## src/rtl/pio_pkg.sv

```systemverilog
// pio_pkg: shared PIO widths, sequencer state encoding and opcode constants
package pio_pkg;
    localparam int PIO_ADDR_W  = 5;
    localparam int PIO_DELAY_W = 5;
    typedef enum logic {EXEC = 1'b0, DELAY = 1'b1} seq_state_t;
    localparam logic [2:0] OP_JMP  = 3'd0;
    localparam logic [2:0] OP_WAIT = 3'd1;
    localparam logic [2:0] OP_IN   = 3'd2;
    localparam logic [2:0] OP_OUT  = 3'd3;
    localparam logic [2:0] OP_PUSH = 3'd4;
    localparam logic [2:0] OP_MOV  = 3'd5;
    localparam logic [2:0] OP_IRQ  = 3'd6;
    localparam logic [2:0] OP_SET  = 3'd7;
endpackage

```

## src/rtl/pio_pc_sequencer_if.sv

```systemverilog
// pio_pc_sequencer_if: decoder/executor-facing signals of the PC sequencer
interface pio_pc_sequencer_if #(
    parameter int ADDR_W  = pio_pkg::PIO_ADDR_W,
    parameter int DELAY_W = pio_pkg::PIO_DELAY_W
) ();
    logic [DELAY_W-1:0] delay;
    logic               jmp;
    logic [ADDR_W-1:0]  jmp_addr;
    logic               stall;
    logic [ADDR_W-1:0]  pc;
    logic               issue;
    logic               delaying;
    logic               done;
    modport master (input delay, jmp, jmp_addr, stall, output pc, issue, delaying, done);
    modport slave  (output delay, jmp, jmp_addr, stall, input pc, issue, delaying, done);
endinterface

```

## src/rtl/pio_pc_sequencer.sv

```systemverilog
// pio_pc_sequencer: per-state-machine program counter with wrap, jump, stall and delay phases
module pio_pc_sequencer
    import pio_pkg::*;
#(
    parameter int ADDR_W  = PIO_ADDR_W,
    parameter int DELAY_W = PIO_DELAY_W
) (
    input  logic              clk,
    input  logic              reset,
    input  logic              en,
    input  logic              restart,
    input  logic [ADDR_W-1:0] wrap_target,
    input  logic [ADDR_W-1:0] wrap_top,
    input  logic              force_pc,
    input  logic [ADDR_W-1:0] force_addr,
    pio_pc_sequencer_if.master bus
);
    seq_state_t         state, state_n;
    logic [ADDR_W-1:0]  pc_n, pending, pending_n, nxt;
    logic [DELAY_W-1:0] cnt, cnt_n;
    logic               done_n;

    assign nxt = bus.jmp ? bus.jmp_addr : (bus.pc == wrap_top) ? wrap_target : bus.pc + 1'b1;
    assign bus.issue = en & (state == EXEC);

    always_comb begin
        state_n   = state;
        pc_n      = bus.pc;
        pending_n = pending;
        cnt_n     = cnt;
        done_n    = 1'b0;
        if (force_pc) begin
            pc_n      = force_addr;
            pending_n = '0;
            cnt_n     = '0;
            state_n   = EXEC;
        end else if (restart) begin
            pending_n = '0;
            cnt_n     = '0;
            state_n   = EXEC;
        end else if (en && state == EXEC && !bus.stall) begin
            if (bus.delay == '0) begin
                pc_n   = nxt;
                done_n = 1'b1;
            end else begin
                pending_n = nxt;
                cnt_n     = bus.delay;
                state_n   = DELAY;
            end
        end else if (en && state == DELAY) begin
            // the last delay cycle retires the instruction and moves to the saved address
            if (cnt > 1) cnt_n = cnt - 1'b1;
            else begin
                pc_n    = pending;
                cnt_n   = '0;
                done_n  = 1'b1;
                state_n = EXEC;
            end
        end
    end

    always_ff @(posedge clk) begin
        if (reset) begin
            state        <= EXEC;
            bus.pc       <= '0;
            pending      <= '0;
            cnt          <= '0;
            bus.delaying <= 1'b0;
            bus.done     <= 1'b0;
        end else begin
            state        <= state_n;
            bus.pc       <= pc_n;
            pending      <= pending_n;
            cnt          <= cnt_n;
            bus.delaying <= (state_n == DELAY);
            bus.done     <= done_n;
        end
    end
endmodule
```

## src/flat_wrapper.sv

```systemverilog
// flat-port wrapper written by rule: the top's interface ports become plain ports
module pio_pc_sequencer_flat import pio_pkg::*;
#(
    parameter int ADDR_W  = PIO_ADDR_W,
    parameter int DELAY_W = PIO_DELAY_W
)
  (clk, reset, en, restart, wrap_target, wrap_top, force_pc, force_addr, bus_delay, bus_jmp, bus_jmp_addr, bus_stall, bus_pc, bus_issue, bus_delaying, bus_done);
  pio_pc_sequencer_if #(.ADDR_W(ADDR_W), .DELAY_W(DELAY_W)) bus_i ();
  input  logic clk;
  input  logic reset;
  input  logic en;
  input  logic restart;
  input  logic [ADDR_W-1:0] wrap_target;
  input  logic [ADDR_W-1:0] wrap_top;
  input  logic force_pc;
  input  logic [ADDR_W-1:0] force_addr;
  input wire logic [$bits(bus_i.delay)-1:0] bus_delay;
  input wire logic [$bits(bus_i.jmp)-1:0] bus_jmp;
  input wire logic [$bits(bus_i.jmp_addr)-1:0] bus_jmp_addr;
  input wire logic [$bits(bus_i.stall)-1:0] bus_stall;
  output wire logic [$bits(bus_i.pc)-1:0] bus_pc;
  output wire logic [$bits(bus_i.issue)-1:0] bus_issue;
  output wire logic [$bits(bus_i.delaying)-1:0] bus_delaying;
  output wire logic [$bits(bus_i.done)-1:0] bus_done;
  assign bus_i.delay = bus_delay;
  assign bus_i.jmp = bus_jmp;
  assign bus_i.jmp_addr = bus_jmp_addr;
  assign bus_i.stall = bus_stall;
  assign bus_pc = bus_i.pc;
  assign bus_issue = bus_i.issue;
  assign bus_delaying = bus_i.delaying;
  assign bus_done = bus_i.done;
  pio_pc_sequencer #(.ADDR_W(ADDR_W), .DELAY_W(DELAY_W)) u_core (.clk(clk), .reset(reset), .en(en), .restart(restart), .wrap_target(wrap_target), .wrap_top(wrap_top), .force_pc(force_pc), .force_addr(force_addr), .bus(bus_i));
endmodule
```

## config.mk

```make
export PLATFORM = sky130hd
export DESIGN_NAME = pio_pc_sequencer_flat
export DESIGN_NICKNAME = d
export VERILOG_FILES = /design/src/rtl/pio_pkg.sv /design/src/rtl/pio_pc_sequencer_if.sv /design/src/rtl/pio_pc_sequencer.sv /design/src/flat_wrapper.sv
export SDC_FILE = /design/constraint.sdc
export NUM_CORES = 1
export LEC_CHECK = 0
export BUFFER_PORTS_ARGS = -buffer_cell sky130_fd_sc_hd__clkbuf_2
export CAP_MARGIN = 20
export CORE_MARGIN = 5
export CORE_UTILIZATION = 35
export CTS_CLUSTER_DIAMETER = 120
export DETAILED_ROUTE_END_ITERATION = 8
export GPL_TIMING_DRIVEN = 1
export PLACE_DENSITY_LB_ADDON = 0.12
export SLEW_MARGIN = 10
export SYNTH_ARGS = -nofsm -noshare
export SYNTH_HDL_FRONTEND = slang
export SYNTH_SLANG_ARGS = --single-unit
export TNS_END_PERCENT = 50
```

## constraint.sdc

```tcl
create_clock -name clk -period 4.2 [get_ports clk]
set_clock_uncertainty 0.1 [all_clocks]
set_input_delay 0.21 -clock clk [delete_from_list [all_inputs] [get_ports clk]]
set_output_delay 0.21 -clock clk [all_outputs]
set_load 0.02 [all_outputs]
```

Yosys cells after proc, flatten, opt, wreduce, memory -nomap -nowiden:

Index checks and enable logic that the tools add are counted.

* memories: 0
* memory bits (read-only): 0
* latch bits: 0
* RAM bits: 0
* input port bits: 32
* bits in registers: 17

* shift operators: 0
* mux-type cells: 20
* equal/unequal tests: 6
* add/subtract/negate cells: 2
* order comparisons: 1
* divide/modulo/power cells: 0
* bitwise operators: 3
* reductions and logical operators: 12
* $mul: 0

Operators with widths (number)
* $mux 5: 12
* $mux 1: 8
* $add 5x1->5 const B: 1
* $eq 5x5->1: 1
* $gt 5x1->1 const B: 1
* $logic_not 5->1: 1
* $sub 5x1->5 const B: 1
* $ne 2x1->1 const B: 2
* $reduce_and 2->1: 2
* $reduce_and 4->1: 1
* $logic_and 1x1->1: 3
* $ne 3x2->1 const B: 1
* $ne 3x3->1 const B: 1
* $reduce_and 3->1: 1
* $reduce_bool 3->1: 1
* $reduce_or 3->1: 1
* $ne 2x2->1 const B: 1
* $not 1->1: 2
* $reduce_bool 2->1: 1
* $and 1x1->1: 1
* $logic_not 1->1: 1

Longest topological paths before layout:

Gate-level depths: netlist (run 1).

* depth in word-level cells: 7
* depth in mapped cells: 6
* gate-level depth less buffers: 6

Worst setup path before layout (run 1):

Ideal clock, no wire load.

* path kind: reg2reg
* start point: register u_core.bus.delaying (netlist name)
* end point: register u_core.cnt[3]
* period minus slack after synthesis: 1.757 ns
* library setup time: 0.074 ns
* data required time: 4.026 ns
* setup slack: 2.443 ns
* arrival: 1.583 ns
* stages on the path, launching flop included: 5
* path through: dfxtp_1 > nand2_2 > or4_1 > or3b_1 > a31oi_1

RTL lines
* to (signal assigned): RTL line pio_pc_sequencer.sv:74 `cnt <= cnt_n;`
* to (decl): RTL line pio_pc_sequencer.sv:20 `logic [DELAY_W-1:0] cnt, cnt_n;`

==> reports/qor.csv, run 1 <==
metric;value;unit
CP startpoint kind;flop;
synth-to-layout area growth;19.7;%
HPWL Detailed;2.65;mm
initial antenna violation count;0;
Max Fanout on Critical Path;12;
number of setup buffers added after CTS;0;
CTS Sinks;17;
layout cells sized above 1;30.3;%
CTS tree;yes;
Mean Syn Cell Area;8.31;sq um
Num CTS Buffers;3;
cts-stage hold buffer count;0;
vias in the first global route;1141;
RD Place Congestion;0.861;
Buffers & Inverters on Critical Path;0;
Syn Std Cell Area;1250;sq um
critical path class;reg2reg;
Psw;0.111;mW
Clock transition at path regs;0.11;ns
final setup fails;0;
critical path data arrival time;1.96;ns
Die X-Extent;69.7;um
Internal Pwr Total;0.236;mW
Reg power frac;49.5;%
Post-synth EDFFs;0;
routed wire length;3.33;mm
# IOs;40;
Synthesized Nets;185;
residual DRC count;0;
distinct cell type count after synthesis;53;
CTS root buffer;clkbuf_4;
full die area;4850;sq um
Power per Cell Area;233;nW/um^2
relative slew slack;38.4;%
number of nets in the layout;224;
achievable frequency;528;MHz
Ys Warns;0;
Resize count post-CTS;0;
outcome;complete, no violations;
fillcell total;359;
WL per Instance;14.2;um
Core Area;3390;sq um
Pleak;0.624;nW
cells along the critical path;nor3b_2 > o21ai_2 > a221oi_1 > a311oi_1;
final core utilization;44.0;%
Port Buffers;39;
clock power share;26.0;%
Peak VDD IR;0.000196;V
Ant. Diodes;0;
Setup TNS;0;ns
H-tree depth;1;
Synth Register Bits;17;
largest net degree at the start of global routing;15;
ANT nets after route;0;
post-synth top area share;27.3;%
CP endpoint kind;flop;
Starting Density;36.8;%
CP max stage cell;nor3b_2;
Synth area leaders;dfxtp_1, xor2_1, a21oi_1;
Post-Syn Instances;150;
GR Overflow Total;0;
clk buf depth;2;
Die Height;69.7;um
Combinational Power Share;24.4;%
CP top delay family;compound AO/OA/AOI/OAI gates;
RSZ-0062 raised after global routing;false;
ys flop type;dfxtp_1;
Starting DRT DRC Count;83;
first-pass GRT wire length;5.42;mm
worst stage delay on the critical path;0.55;ns
Total Power;0.348;mW
Seq/Total Area, Yosys;27.3;%
Hold Vio Cnt, Final;0;
vias per cell;5.43;
router iterations before antenna repair;4;
leading area contributor after synthesis;dfxtp_1;
Worst Tran Pin Value;0.917;ns
fin crit share;45.1;%
Slew Viols, Final;0;
Max Cap Viol;0;
Tot GR Track Use;13.4;%
Hold WC Path Type;in2reg;
fin crit period;1.89;ns
clock latency on the worst-skew pair;0.29;ns
hold_ws;0.0416;ns
switching share of power;32.0;%
row cnt;21;
async set-reset flop share out of synthesis;0;%
Worst EP required;4.27;ns
Vias;1270;
## logic make-up after synthesis
family | share of synthesized area [%]
adders and majority gates | 3.01
buffers and inverters | 3.71
and+or+nand+nor | 29.3
AOI/OAI and AO/OA | 27.0
muxes | 4.02
xor gates and xnor gates | 5.62
DFF | 27.3
## power groups by stage
stage               sequential [mW]  combinational, mW  clock, mW
CTS                           0.172             0.0856     0.0930
global placement              0.175             0.0847          0
detailed placement            0.176             0.0851          0
global route                  0.173             0.0946      0.103
finish                        0.172             0.0849     0.0905
floorplan                     0.178             0.0512          0
## layout by cell type, fill, tap and decap left out, drive strengths merged, types with 2 or more instances in the layout
cell     netlist  final
a21oi         12     12
clkbuf         2     42
and3           3      3
o2111ai        3      3
or2            2      2
nor4           3      3
nor2          13     13
a32oi          3      3
inv            3      3
nand2          8      8
nor3b          2      2
a31oi          4      4
or4            3      3
o21ai         10     10
and2           2      2
dfxtp         17     17
or3            2      2
mux2i          5      5
xor2           7      7
nand2b         4      4
nor2b          2      2
o41ai          2      2
nand3          6      6
or3b           2      2
nor3           8      8
ha             3      3
o31ai          3      3
## registers in the layout, summed over array words and instances (netlist names)
signal / flops
u_core.bus.delaying: 1
u_core.bus.done: 1
u_core.bus.pc: 5
u_core.cnt: 5
u_core.pending: 5
## final timing paths
kind | start | slack [ns] | endpoint | depth (start not counted)
max | u_core.bus.delaying$_SDFFE_PP0P_ | 2.31 | u_core.cnt[1]$_SDFFE_PP0P_ | 4
min | force_addr[4] | 0.04 | u_core.bus.pc[4]$_SDFFE_PP0P_ | 3
max reg2reg | u_core.bus.delaying$_SDFFE_PP0P_ | 2.31 | u_core.cnt[1]$_SDFFE_PP0P_ | 4
min reg2reg | u_core.pending[1]$_SDFFE_PP0P_ | 0.40 | u_core.pending[1]$_SDFFE_PP0P_ | 2
## through the flow
step | area, sq um | instances | worst slack, ns
finish | 1490 | 234 | 2.31
global route | 1490 | 234 | 2.04
CTS | 1490 | 234 | 2.32
detailed placement | 1460 | 230 | 2.30
global placement | 1460 | 230 | 2.37
floorplan | 1250 | 150 | 2.44
## worst register-to-register path: stages, from the launching register on
cell and delay, ns:
dfxtp_1 0.41, nor3b_2 0.55, o21ai_2 0.29, a221oi_1 0.35, a311oi_1 0.08
## synth_stat cells, types with 2 or more instances
master     instances
buf_6              2
dfxtp_1           17
nor3_1             7
inv_1              3
a31oi_1            4
o21ai_1            3
ha_1               3
nand2b_1           4
nor2b_1            2
xor2_1             7
nand3_1            6
o21ai_2            2
o21ai_0            5
a32oi_1            3
or2_2              2
clkbuf_1           2
mux2i_1            5
a21oi_1           12
o2111ai_1          3
or4_1              2
nor2_1            11
o31ai_1            3
and3_1             3
nand2_1            7
and2_1             2
nor4_1             3
## area by class of cell
cell class | count | area (sq um) | area share, %
Sequential cell | 17 | 340 | 22.8
Inverter | 3 | 11.3 | 0.755
Timing Repair Buffer | 39 | 195 | 13.1
Tap cell | 46 | 57.6 | 3.86
Clock buffer | 3 | 22.5 | 1.51
Multi-Input combinational cell | 125 | 860 | 57.6
Clock inverter | 1 | 5.00 | 0.336
## metal layers
| layer | GRT usage (%) | vias up | routed length [um] |
|---|---|---|---|
| met5 | 0 | - | 0 |
| met2 | 20.6 | 31 | 1510 |
| met3 | 4.06 | 2 | 165 |
| met4 | 2.55 | 0 | 20 |
| met1 | 18.7 | 581 | 1640 |
| li1 | - | 656 | - |
Note: power is estimated with default switching activity, not from simulation.
==> run 2: changes to the inputs <==
Clock period 4.2 ns to 1.8 ns, I/O delays scaled along.
==> run 2 against run 1 <==
Against the previous run: count of clock-buffer cells in the layout increased by 1; total power increased by 140%; die area unchanged; register-to-register slack got worse by 2.2 ns; critical path depth increased by 3; critical path type is now in2reg; non-clock buffer count increased by 16; sequential cell count unchanged; critical endpoint is now u_core.bus.pc[0]$_SDFFE_PP0P_; worst hold slack got worse by 0.036 ns; via count increased by 5.0%.
==> reports/qor.csv, run 2 (synthesis gave the netlist of run 1 again) <==
metric;value;unit;change
layout cells sized above 1;35.3;%;+5.0 points
clock latency on the worst-skew pair;0.29;ns;about the same
Psw;0.267;mW;+140%
RD Place Congestion;0.869;;+0.89%
Port Buffers;39;;unchanged
CP max stage cell;dlygate4sd3_1;;
HPWL Detailed;2.84;mm;+6.9%
met3 Usage GRT;3.77;%;-0.29 points
CP endpoint kind;flop;;
commonest non-fill, non-tap cell in the layout;clkbuf_2;;
Peak VDD IR;0.000283;V;+44%
switching share of power;31.5;%;-0.43 points
Worst Tran Pin Value;0.484;ns;-0.433 ns
Max Cap Viol;0;;unchanged
worst setup margin;0.0582;ns;-2.25 ns
cells along the critical path;dlygate4sd3_1 > clkbuf_2 > or4_4 > nor3_4 > or2_2 > o2111ai_1 > o21ai_1;;
final setup fails;0;;unchanged
post-placement setup slack;0.0458;ns;-2.26 ns
relative slew slack;67.5;%;+29 points
GR Overflow Total;0;;unchanged
grt peak-use layer;met2;;
vias per cell;5.33;;-1.8%
number of setup buffers added after CTS;0;;unchanged
achievable frequency;574;MHz;
Ant. Diodes;0;;unchanged
Core Area;3390;sq um;unchanged
CTS tree;yes;;
synth-to-layout area growth;31.8;%;
Power per Cell Area;515;nW/um^2;+120%
H-tree depth;1;;unchanged
clock power share;25.5;%;-0.5 points
row cnt;21;;unchanged
Buffers & Inverters on Critical Path;2;;+2
DP Area;1540;sq um;+5.1%
first-pass GRT wire length;6.05;mm;+12%
Die X-Extent;69.7;um;unchanged
Placed Cells;240;;+4.3%
CP top delay family;simple AND/OR/NAND/NOR gates;;
CTS root buffer;clkbuf_4;;
clk buf depth;2;;unchanged
met2 GRT Util;24.7;%;+4.1 points
fillcell total;335;;-6.7%
vias in the first global route;1367;;+20%
outcome;complete, no violations;;
CP startpoint kind;input pin;;
Clock transition at path regs;0.11;ns;about the same
worst stage delay on the critical path;0.53;ns;-0.02 ns
GR Layer Usage met1;18.2;%;-0.48 points
critical path data arrival time;1.87;ns;-0.09 ns
hold_ws;0.00507;ns;-0.0365 ns
Layout Cells excl Fill;250;;+6.8%
Hold WC Path Type;in2reg;;
residual DRC count;0;;unchanged
full die area;4850;sq um;unchanged
Tot GR Track Use;14.9;%;+1.5 points
Starting DRT DRC Count;73;;-12%
final core utilization;48.5;%;+4.5 points
Die Height;69.7;um;unchanged
RSZ-0062 raised after global routing;true;;
most frequent cells in the layout;clkbuf_2, dfxtp_1, a21oi_1, nor2_1, buf_4;;
Final Cell Area;1640;sq um;+10%
Setup TNS;0;ns;unchanged
Worst EP required;1.93;ns;-2.34 ns
Max Fanout on Critical Path;4;;-8
critical path class;in2reg;;
Hold Vio Cnt, Final;0;;unchanged
Vias;1333;;+5.0%
initial antenna violation count;0;;unchanged
number of nets in the layout;240;;+7.1%
router iterations before antenna repair;6;;+2
Internal Pwr Total;0.579;mW;+140%
fin crit share;96.8;%;
largest registers;u_core.bus.pc: 5 flops, u_core.cnt: 5 flops, u_core.pending: 5 flops;;
fin crit period;1.74;ns;
WL per Instance;14.4;um;+0.79%
Reg power frac;47.4;%;-2.1 points
largest net degree at the start of global routing;15;;unchanged
Starting Density;36.8;%;unchanged
Num CTS Buffers;3;;unchanged
routed wire length;3.59;mm;+7.7%
Slew Viols, Final;0;;unchanged
Combinational Power Share;27.2;%;+2.8 points
CTS Sinks;17;;unchanged
ANT nets after route;0;;unchanged
# IOs;40;;unchanged
Pleak;0.697;nW;+12%
Total Power;0.846;mW;+140%
-- run 2: changes by cell type in the layout (fill, tap and decap cells not counted), moves of 3 or more --
cell           delta
dfxtp_2           +3
buf_4             +9
dfxtp_1           -3
dlygate4sd3_1     +6
-- run 2: worst paths after layout --
check,from,endpoint,slack [ns],cells after the start
setup / recovery,bus_delay[4],u_core.bus.pc[0]$_SDFFE_PP0P_,0.06,7
hold / removal,bus_delay[0],u_core.cnt[0]$_SDFFE_PP0P_,0.005,3
setup reg to reg,u_core.bus.delaying$_SDFFE_PP0P_,u_core.bus.pc[1]$_SDFFE_PP0P_,0.08,4
hold reg to reg,u_core.pending[1]$_SDFFE_PP0P_,u_core.pending[1]$_SDFFE_PP0P_,0.41,2
-- run 2: power groups by stage --
stage | Combinational (mW) | Clock (mW) | Sequential (mW)
after floorplan | 0.119 | 0 | 0.416
after global placement | 0.214 | 0 | 0.408
after detailed placement | 0.216 | 0 | 0.409
after CTS | 0.227 | 0.223 | 0.400
after global routing | 0.254 | 0.234 | 0.402
final | 0.230 | 0.215 | 0.401
-- run 2: layout make-up --
cell class,count,area [sq um],area share (%)
sequential,17,344,20.9
multi-input combinational,125,870,52.9
tap,46,57.6,3.50
clock buffer,4,26.3,1.60
inverter,3,11.3,0.685
timing repair buffer,55,334,20.3
-- run 2: repair_timing --
action	in CTS	in global routing
endpoints found under the hold margin	6	0
hold buffers	6	0
endpoints found under the setup margin	0	7
resized for setup	0	8
-- run 2: tightest hold or removal path: stages --
cell,delay [ns]
clkbuf_2,0.10
a21oi_1,0.11
a21oi_1,0.07
-- run 2: per-layer routing --
metal	wire length, um	share of wire [%]	vias up
li1	-	-	686
met1	1660	46	617
met2	1710	48	24
met3	161	4.5	6
met4	63	1.8	0
met5	0	0	-
==> run 3: changes to the inputs <==
Settings changed: CAP_MARGIN 20 to 25, CORE_UTILIZATION 35 to 30.
Clock period 1.8 ns to 2.2 ns, I/O delays scaled along.
==> run 3 against run 2 <==
Against the previous run: sequential cell count unchanged; register-to-register slack improved by 0.23 ns; largest power group unchanged; clock power increased by 9.8%; total power decreased by 13%; via count decreased by 1.6%; cell count decreased by 2.4%; largest cell class unchanged; sequential share of layout area increased by 0.78 points.
==> reports/qor.csv, run 3 (synthesis gave the netlist of run 1 again) <==
metric;value;unit;change
outcome;complete, no violations;;
commonest non-fill, non-tap cell in the layout;clkbuf_2;;
Pleak;0.657;nW;-5.7%
CP top delay family;simple AND/OR/NAND/NOR gates;;
Critical path origin;u_core.bus.delaying$_SDFFE_PP0P_;;
row cnt;23;;+9.5%
number of setup buffers added after CTS;0;;unchanged
Port Buffers;39;;unchanged
CP startpoint kind;flop;;
Final Cell Area;1570;sq um;-4.6%
initial antenna violation count;0;;unchanged
final setup fails;0;;unchanged
Peak VDD IR;0.000310;V;+9.5%
Num CTS Buffers;3;;unchanged
Die X-Extent;74.5;um;+6.9%
Max Cap Viol;0;;unchanged
critical path class;reg2reg;;
Setup TNS;0;ns;unchanged
Total Power;0.738;mW;-13%
residual DRC count;0;;unchanged
relative slew slack;67.9;%;+0.45 points
HPWL Detailed;2.89;mm;+1.9%
Resize count post-CTS;0;;unchanged
worst stage delay on the critical path;0.55;ns;+0.02 ns
Ant. Diodes;0;;unchanged
Buffers & Inverters on Critical Path;0;;-2
CP max stage cell;or3b_4;;
RD Place Congestion;0.821;;-5.6%
number of nets in the layout;230;;-4.2%
fin crit period;1.89;ns;
Max Fanout on Critical Path;14;;+10
DP Area;1490;sq um;-3.1%
clock latency on the worst-skew pair;0.25;ns;-0.04 ns
layout cells sized above 1;30.4;%;-4.9 points
RSZ-0062 raised after global routing;false;;
largest net degree at the start of global routing;15;;unchanged
vias in the first global route;1342;;-1.8%
# IOs;40;;unchanged
vias per cell;5.38;;+0.84%
H-tree depth;1;;unchanged
hold path start;bus_delay[4];;
Reg2Reg Launch Point;u_core.bus.delaying$_SDFFE_PP0P_;;
Die Height;74.5;um;+6.9%
cts-stage hold buffer count;3;;-3
synth-to-layout area growth;25.7;%;
Layout Cells excl Fill;244;;-2.4%
ANT nets after route;0;;unchanged
GR Overflow Total;0;;unchanged
WL per Instance;15.0;um;+4.6%
most frequent cells in the layout;clkbuf_2, dfxtp_1, a21oi_1, nor2_1;;
Hold Vio Cnt, Final;0;;unchanged
Hold WC Path Type;in2reg;;
cells along the critical path;or3b_4 > nor3_4 > o21bai_1 > a32oi_1 > o21ai_1;;
Starting Density;31.2;%;-5.6 points
hold_ws;0.0379;ns;+0.0328 ns
CTS root buffer;clkbuf_8;;
CTS Sinks;17;;unchanged
first-pass GRT wire length;6.15;mm;+1.7%
Placed Cells;237;;-1.3%
Power per Cell Area;471;nW/um^2;-8.5%
full die area;5540;sq um;+14%
Worst Tran Pin Value;0.481;ns;-0.00310 ns
routed wire length;3.67;mm;+2.1%
Slew Viols, Final;0;;unchanged
fin crit share;85.9;%;
critical path data arrival time;1.93;ns;+0.06 ns
Tot GR Track Use;14.0;%;-0.91 points
CTS tree;yes;;
Worst EP required;2.24;ns;+0.31 ns
clk buf depth;2;;unchanged
Clock transition at path regs;0.07;ns;-0.04 ns
achievable frequency;529;MHz;
router iterations before antenna repair;4;;-2
Starting DRT DRC Count;64;;-12%
Core Area;4000;sq um;+18%
CP endpoint kind;flop;;
Vias;1312;;-1.6%
largest registers;u_core.bus.pc: 5 flops, u_core.cnt: 5 flops, u_core.pending: 5 flops;;
## run 3: changes by cell type in the layout (fill, tap and decap cells not counted), moves of 3 or more
cell and change:
buf_4 -6, clkbuf_4 -3, clkbuf_8 +3, dfxtp_1 +3, dfxtp_2 -3, dlygate4sd3_1 -3
## run 3: through the flow
stage	utilization, %	setup slack (ns)
6_report	39.2	0.311
5_1_grt	39.2	0.175
4_1_cts	39.2	0.299
3_5_place_dp	37.3	0.315
3_3_place_gp	37.3	0.304
2_1_floorplan	-	0.443
## run 3: area by class of cell
cell class / instances / area (sq um)
Inverter: 3 / 11.3
Timing Repair Buffer: 45 / 248
Sequential cell: 17 / 340
Tap cell: 50 / 62.6
Fill cell: 429 / 2430
Clock buffer: 4 / 45.0
Multi-Input combinational cell: 125 / 860
## run 3: routing by layer
layer  up-vias  share of wire, %  global-route usage (%)
li1        662                 -                       -
met1       624                48                    18.6
met2        24                48                    23.8
met3         2               4.2                    3.11
met4         0              0.46                    1.78
met5         -                 0                       0
## run 3: where the power goes
| part | switching, mW | internal [mW] |
|---|---|---|
| Sequential | 0.0125 | 0.316 |
| Clock | 0.107 | 0.128 |
| Combinational | 0.0983 | 0.0747 |
## run 3: worst paths after layout
| check | endpoint | slack, ns | depth (start not counted) |
|---|---|---|---|
| setup / recovery | u_core.bus.pc[4]$_SDFFE_PP0P_ | 0.31 | 5 |
| hold / removal | u_core.cnt[4]$_SDFFE_PP0P_ | 0.04 | 2 |
| hold reg to reg | u_core.pending[1]$_SDFFE_PP0P_ | 0.41 | 2 |
| setup reg to reg | u_core.bus.pc[4]$_SDFFE_PP0P_ | 0.31 | 5 |
